[config.mk]
export PLATFORM = sky130hd
export DESIGN_NAME = nnrv_trace_tx
export DESIGN_NICKNAME = d
export VERILOG_FILES = /design/src/rtl/nnrv_trace_tx.sv
export SDC_FILE = /design/constraint.sdc
export NUM_CORES = 1
export LEC_CHECK = 0
export ABC_AREA = 1
export BUFFER_PORTS_ARGS = -buffer_cell sky130_fd_sc_hd__buf_2
export CAP_MARGIN = 5
export CORE_MARGIN = 3
export CORE_UTILIZATION = 61
export DETAILED_ROUTE_END_ITERATION = 16
export PLACE_DENSITY = 0.79
export SETUP_SLACK_MARGIN = 0.05
export SLEW_MARGIN = 40
export SYNTH_ARGS = -nofsm -noshare
export SYNTH_HDL_FRONTEND = slang
export SYNTH_SLANG_ARGS = --single-unit
[constraint.sdc]
create_clock -name i_clk -period 8.65 [get_ports i_clk]
set_input_delay 0.865 -clock i_clk [delete_from_list [all_inputs] [get_ports i_clk]]
set_output_delay 0.865 -clock i_clk [all_outputs]
set_load 0.01 [all_outputs]
[src/rtl/nnrv_trace_tx.sv]
// Retire-trace serialiser: buffers retired-instruction records and streams each one as a UART 8N1 frame.
// Define NNRV_TRACE_CKSUM_EN to append an XOR checksum byte (frame grows from 14 to 15 bytes).
module nnrv_trace_tx #(
  parameter int CLK_DIV    = 868,
  parameter int FIFO_DEPTH = 4
) (
  input  logic        i_clk,
  input  logic        i_rst,
  input  logic        i_valid,
  input  logic [31:0] i_pc,
  input  logic [31:0] i_instr,
  input  logic        i_rd_we,
  input  logic [4:0]  i_rd_addr,
  input  logic [31:0] i_rd_data,
  output logic        o_tx,
  output logic        o_busy,
  output logic        o_overflow
);

  localparam int AW = (FIFO_DEPTH > 1) ? $clog2(FIFO_DEPTH) : 1;
  localparam int RW = 102;
`ifdef NNRV_TRACE_CKSUM_EN
  localparam int NBYTES = 15;
`else
  localparam int NBYTES = 14;
`endif
  localparam int FW = NBYTES * 8;
  localparam logic [15:0] DIV_LAST  = 16'(CLK_DIV - 1);
  localparam logic [3:0]  LAST_BYTE = 4'(NBYTES - 1);
  localparam logic [AW:0] FULL_CNT  = (AW+1)'(FIFO_DEPTH);

  typedef enum logic [1:0] {IDLE, START, DATA, STOP} state_t;

  state_t        state;
  logic [RW-1:0] mem [FIFO_DEPTH];
  logic [AW-1:0] wr_ptr, rd_ptr;
  logic [AW:0]   count;
  logic [FW-1:0] frame, frame_load;
  logic [111:0]  base;
  logic [15:0]   div_cnt;
  logic [2:0]    bit_idx;
  logic [3:0]    byte_cnt;
  logic          empty, full, div_end, pop, push;
  logic [RW-1:0] head;

  assign empty   = (count == '0);
  assign full    = (count == FULL_CNT);
  assign div_end = (div_cnt == DIV_LAST);
  assign head    = mem[rd_ptr];
  // A pop happens on leaving IDLE or at the end of a frame's last stop bit, which is what keeps frames gapless.
  assign pop     = !empty && ((state == IDLE) || (state == STOP && div_end && byte_cnt == 4'd0));
  assign push    = i_valid && (!full || pop);
  assign o_busy  = (state != IDLE) || !empty;

  // Record layout: {rd_data, rd_we, rd_addr, instr, pc}; frame is shifted out from bit 0.
  always_comb begin
    base = {head[101:70], head[69], 2'b00, head[68:64], head[63:32], head[31:0], 8'hA5};
`ifdef NNRV_TRACE_CKSUM_EN
    begin
      logic [7:0] cksum;
      cksum = 8'h00;
      for (int i = 1; i < 14; i++) cksum = cksum ^ base[i*8 +: 8];
      frame_load = {cksum, base};
    end
`else
    frame_load = base;
`endif
  end

  always_ff @(posedge i_clk) begin
    if (push) mem[wr_ptr] <= {i_rd_data, i_rd_we, i_rd_addr, i_instr, i_pc};
  end

  always_ff @(posedge i_clk) begin
    if (i_rst) begin
      wr_ptr     <= '0;
      rd_ptr     <= '0;
      count      <= '0;
      o_overflow <= 1'b0;
    end else begin
      if (push) wr_ptr <= wr_ptr + AW'(1);
      if (pop)  rd_ptr <= rd_ptr + AW'(1);
      case ({push, pop})
        2'b10:   count <= count + (AW+1)'(1);
        2'b01:   count <= count - (AW+1)'(1);
        default: count <= count;
      endcase
      if (i_valid && !push) o_overflow <= 1'b1;
    end
  end

  // o_tx mirrors the line level of the current state one cycle later.
  always_ff @(posedge i_clk) begin
    if (i_rst) begin
      state    <= IDLE;
      o_tx     <= 1'b1;
      frame    <= '0;
      div_cnt  <= '0;
      bit_idx  <= '0;
      byte_cnt <= '0;
    end else begin
      case (state)
        START:   o_tx <= 1'b0;
        DATA:    o_tx <= frame[0];
        default: o_tx <= 1'b1;
      endcase
      case (state)
        IDLE: begin
          if (pop) begin
            frame    <= frame_load;
            byte_cnt <= LAST_BYTE;
            div_cnt  <= '0;
            state    <= START;
          end
        end
        START: begin
          if (div_end) begin
            div_cnt <= '0;
            bit_idx <= '0;
            state   <= DATA;
          end else begin
            div_cnt <= div_cnt + 16'd1;
          end
        end
        DATA: begin
          if (div_end) begin
            div_cnt <= '0;
            frame   <= frame >> 1;
            bit_idx <= bit_idx + 3'd1;
            if (bit_idx == 3'd7) state <= STOP;
          end else begin
            div_cnt <= div_cnt + 16'd1;
          end
        end
        STOP: begin
          if (div_end) begin
            div_cnt <= '0;
            if (byte_cnt != 4'd0) begin
              byte_cnt <= byte_cnt - 4'd1;
              state    <= START;
            end else if (pop) begin
              frame    <= frame_load;
              byte_cnt <= LAST_BYTE;
              state    <= START;
            end else begin
              state <= IDLE;
            end
          end else begin
            div_cnt <= div_cnt + 16'd1;
          end
        end
        default: state <= IDLE;
      endcase
    end
  end

endmodule

After elaboration in Yosys (flattened, before gate mapping) --
Memory sizes are Yosys's and may differ from the RTL's. A register that Yosys moved wholly into a read port is not among the register bits. Cells that the tools add are included.
Word-level totals: flip-flop bits (word level) 146, RAM bits 408, output and inout bits 3, memories kept 1
Memories:
- mem | depth 4, width 102, rd ports 1, clocked after Yosys merged registers in 1, write ports 1, RTL line 35 | logic [RW-1:0] mem [FIFO_DEPTH];
Cells by class: add/subtract/negate cells 7, equality and inequality tests 14, multiplexer cells 29, reduce and logical (&&, ||, !) cells 25
Operators by type and width (number):
- $mux W112 | 4
- $pmux W112 S3 | 1
- $mux W16 | 2
- $pmux W16 S2 | 1
- $add A16 B1 Y16 const B | 1
- $eq A16 B10 Y1 const B | 1
- $mux W2 | 7
- $mux W4 | 3
- $ne A2 B2 Y1 const B | 6
- $pmux W3 S2 | 2
- $pmux W2 S4 | 1
- $pmux W4 S2 | 1
- $reduce_bool A2 Y1 | 4
- $add A3 B1 Y3 const B | 2
- $eq A2 B2 Y1 const B | 3
- $eq A3 B3 Y1 const B | 2
- $mux W3 | 2
- $logic_and A1 B1 Y1 | 5
- $reduce_and A5 Y1 | 1
- $add A2 B1 Y2 const B | 2
- $eq A2 B1 Y1 const B | 2
- $logic_not A4 Y1 | 1
- $mux W1 | 4
- $reduce_and A4 Y1 | 1
- 12 further kinds | 16

Depth between registers and ports, before layout --
depth in word-level cells 9, depth in mapped cells 14, gate-level depth less buffers 14

Worst setup path after synthesis --
OpenSTA, ideal clock, no wires.
path kind reg-to-reg, start register byte_cnt[0], end memory mem[0][0] (enable), library setup time 564 ps, arrival 5545 ps, required time 8086 ps, slack 2541 ps, cell stages (with the launch flop) 11, buffers on the path 0, path through dfxtp_1 -> inv_1 -> ha_1 -> nand2_1 -> nor2_1 -> nand4_1 -> nand2_2 -> nand2_4 -> nand3_1 -> nand2_1 -> nor2_1
Between the ends: word-level cells in the longest chain between the ends 8
RTL lines:
- start, declared | RTL line 42 | logic [3:0] byte_cnt;
- start signal, assigned | RTL line 139 | byte_cnt <= byte_cnt - 4'd1;
- $logic_not A4 Y1 | RTL line 51 | assign pop = !empty && ((state == IDLE) || (state == STOP && div_end && byte_cnt == 4'd0));
- $logic_and A1 B1 Y1 | RTL line 51
- $logic_or A1 B1 Y1 | RTL line 51
- $logic_and A1 B1 Y1 | RTL line 51
- $logic_or A1 B1 Y1 | RTL line 52 | assign push = i_valid && (!full || pop);
- $logic_and A1 B1 Y1 | RTL line 52
- $mux W1 | RTL line 71 | if (push) mem[wr_ptr] <= {i_rd_data, i_rd_we, i_rd_addr, i_instr, i_pc};
- $mux W1 (implied by the code) | RTL line 71
- end, declared | RTL line 35
No other way between the ends.

Final worst setup path --
start register byte_cnt[0], end memory mem[1][86] (enable)
Same word-level chain as after synthesis.

==> metrics.log <==
INFO  metric dpl_cell_area = 0.0231 mm^2
INFO  metric critPathSlowestCell = sky130_fd_sc_hd__nor2_4
INFO  metric synth-seq-cells = 556
INFO  metric first_pass_iters = 5
INFO  metric cts_tree = yes
INFO  metric period_needed = 3.84 ns
INFO  metric worst_clock_skew = roughly 0.018 ns
INFO  metric timing.final.max_slew_violations = 0
INFO  metric number_of_setup_buffers_added_after_cts = 0
INFO  metric floorplan.initialDensity = 0.623
INFO  metric synth_nets = between 2,000 and 2,500
INFO  metric timing.critical_path.from = byte_cnt[0]$_SDFFE_PP0P_
INFO  metric gr-max-usage-layer = met2
INFO  metric buffer_ports.inserted = 107
INFO  metric slowest_delay = 0.65 ns
INFO  metric core_region_area = approximately 0.036 mm^2
INFO  metric timing_worst_slew_pin_value = just under 0.9 ns
INFO  metric max_freq = 260 MHz
INFO  metric worstHoldPathType = register to register
INFO  metric synthesis.instances = 2,112
INFO  metric worst_ep_required_time = 8.85 ns
INFO  metric yosysWarningCount = 0
INFO  metric initial_antenna_violation_count = 2
INFO  metric final_nets = 2,279
INFO  metric pwr_density = around 330 mW/mm^2
INFO  metric num_rows = 69
INFO  metric clock_sink_count = between 500 and 600
INFO  metric drt-wirelength-per-cell = between 15 and 20 um
INFO  metric route.antenna.remaining_nets = 0
INFO  metric htree_num_levels = 2
INFO  metric grt_util_all_layers = 0.247
INFO  metric timing.critical_path.to_type = register
INFO  metric worstSetupEndpoint = mem[1][86]$_DFFE_PP_
INFO  metric timing.critical_path.cells = inv_1 -> ha_1 -> nand2_1 -> nor2_1 -> nand4_1 -> nand2_2 -> nand2_4 -> nand3_1 -> nand2_1 -> nor2_4 -> buf_4 -> buf_6
INFO  metric critical_path_class = register to register
INFO  metric path_max_fanout = between 50 and 60
INFO  metric design.portCount = 108
INFO  metric rsz0062_at_grt = false
INFO  metric setup.reg_to_reg.worst_slack = 4.81 ns
INFO  metric cts_buffers = 54
INFO  metric groute.layer.met1.usage = 0.337
INFO  metric clock_insertion_delay_worst_skew = 0.59 ns
INFO  metric grt_pass1_wl = 77.2 mm
INFO  metric postLayoutCellArea = 0.0249 mm^2
INFO  metric post-layout-total-power = between 8 and 9 mW
INFO  metric ctsRootBufferMaster = sky130_fd_sc_hd__clkbuf_16
INFO  metric library_cell_occupying_the_most_area_in_the_post_synthesis_netlist = sky130_fd_sc_hd__edfxtp_1
INFO  metric vias_in_the_first_global_route = 15,400
INFO  metric cts_hold_repair.buffers = 0
INFO  metric drt_iter0_markers = 1,396
INFO  metric final.fill_count = about 2,500
INFO  metric critical_path.most_common_cell = sky130_fd_sc_hd__nand2_1
INFO  metric critical_path.startpoint_type = register
INFO  metric synth-seq-area-share = 0.684
INFO  metric tns = 0 ns
INFO  metric crit-reg2reg-launch = byte_cnt[0]$_SDFFE_PP0P_
INFO  metric dp_hpwl = between 20 and 30 mm
INFO  metric groute.layer.met3.usage = 0.0393
INFO  metric route.detailed.drc = 0
INFO  metric slew_headroom = 0.423
INFO  metric worstPathArrival = 4.05 ns
INFO  metric detail_route.vias_per_cell = 5.87
INFO  metric clock_tree.buffer_depth = 3
INFO  metric finalCoreUtilization = 0.697
INFO  metric die_height = approximately 200 um
INFO  metric run_status = finished, final reports clean
INFO  metric netlist_area = 0.0223 mm^2
INFO  metric overflow = 0
INFO  metric flow.area_growth_from_synthesis = 12.0%
INFO  metric maximum_number_of_pins_on_one_net_before_global_route_repair = 120
INFO  metric die-area = just under 0.04 mm^2
INFO  metric finalSetupViolations = 0
INFO  metric synth_top_cell_area_share = 0.551
INFO  metric finalWeightedCongestion = between 0.8 and 0.9
INFO  metric timing.max_cap.violations = 0
INFO  metric postSynthAreaPerCell = 10.5 um^2
INFO  metric die_w = just under 200 um
INFO  metric gr-usage-met2 = 0.408
INFO  metric drive_above_1_share = 0.108
INFO  metric totalWireLength = 48.2 mm
INFO  metric post-route-period-util = 0.444
INFO  metric netlist_top_cells_area = sky130_fd_sc_hd__edfxtp_1 55%, sky130_fd_sc_hd__dfxtp_1 13%, sky130_fd_sc_hd__o21ai_0 6.7%
INFO  metric cellLeakagePower = 9.18 nW
INFO  metric post_cts_resize_count = 0
INFO  metric final-hold-violation-count = 0
INFO  metric ir_drop = 307 uV
INFO  metric total_number_of_vias = 15,700
INFO  metric ff2ff_path_depth = 12
INFO  metric clkTransAtPathRegs = 0.06 ns
INFO  metric synthDistinctLibCells = 38
INFO  metric worstReg2RegEnd = mem[1][86]$_DFFE_PP_
cells in the final DEF (no fill, tap or decap), drive strengths merged, types with 2 or more instances in the layout:
cell type,count
clkinvlp,3
nor3b,2
o21ai,327
nor4,2
nand3,15
a31oi,4
o22ai,102
o21a,3
nor3,7
inv,55
ha,14
nand4,5
nor2,355
diode,4
dfxtp,148
a21oi,137
clkbuf,82
edfxtp,408
clkinv,14
or2,4
bufinv,3
buf,130
nand2,377
through the flow:
step                setup WS [ns]  hold WS, ns  std cells
finish                       4.81        0.462       2669
global route                 4.53        0.479       2666
CTS                          4.60        0.463       2664
detailed placement           4.64        0.456       2563
global placement             4.73        0.442       2559
floorplan                    2.54        0.431       2112
cell type report:
| class | instances | area, um^2 | area share |
|---|---|---|---|
| Clock buffer | 81 | 1600 | 0.0641 |
| Sequential cell | 556 | 15200 | 0.611 |
| Antenna cell | 4 | 10.0 | 0.000402 |
| Timing Repair Buffer | 131 | 823 | 0.0330 |
| Multi-Input combinational cell | 1361 | 6280 | 0.252 |
| Inverter | 55 | 218 | 0.00874 |
| Clock inverter | 20 | 193 | 0.00773 |
| Tap cell | 461 | 577 | 0.0231 |
worst min path at each step:
stage	start	endpoint	slack, ns	cells after the start
after CTS	i_instr[10]	mem[0][42]$_DFFE_PP_	0.46	1
final	o_overflow$_SDFFE_PP0P_	o_overflow$_SDFFE_PP0P_	0.46	1
after global placement	rd_ptr[1]$_SDFFE_PP0P_	register	0.44	2
after detailed placement	o_overflow$_SDFFE_PP0P_	o_overflow$_SDFFE_PP0P_	0.46	1
after floorplan	frame[0]$_SDFFE_PP0P_	o_tx$_SDFF_PP1_	0.43	2
after global routing	i_pc[23]	mem[1][23]$_DFFE_PP_	0.48	1
cell families after synthesis:
kind of cell / after synthesis / synth area share
adder cells (fa/ha/maj): 15 / 0.00877
AO/OA/AOI/OAI: 578 / 0.138
AND/OR/NAND/NOR: 768 / 0.134
flip-flops: 556 / 0.684
buffers and inverters: 195 / 0.0364
report_power, final:
part / internal (mW) / leakage [nW] / switching (mW)
clock: 1.37 / 0.873 / 0.960
combinational: 0.750 / 3.35 / 1.76
sequential: 3.28 / 4.96 / 0.176
total: 5.39 / 9.18 / 2.89
synth_stat cells (all sizes together):
library cell,count
and3,1
nand3,15
nand4,5
a211oi,1
nor3,7
o22ai,102
buf,37
nor3b,2
dfxtp,148
nor2,355
a21oi,137
o21a,3
a41oi,1
nor4,2
ha,14
o211a,1
a31oi,4
o21ai,327
or2,4
edfxtp,408
nand2,377
inv,54
clkinv,1
a221oi,1
o31ai,1
clkbuf,103
fa,1
registers in the layout (all words and copies together) (netlist names), 3 cells and up, named ones only:
name,count
frame,112
div_cnt,16
count,3
mem,408
byte_cnt,4
bit_idx,3
metal layers:
metal / vias up / routed length (um)
li1: 7474 / -
met1: 7534 / 20200
met2: 566 / 23200
met3: 100 / 3430
met4: 0 / 1310
met5: - / 0
worst max-delay path, delay by kind of cell, from the launching register on:
kind,cells,cell delay (ns)
and+or+nand+nor,8,1.66
buffers and inverters,3,1.22
DFF,1,0.31
adders and majority gates,1,0.20
No activity file was read; power rests on OpenSTA's default activity.
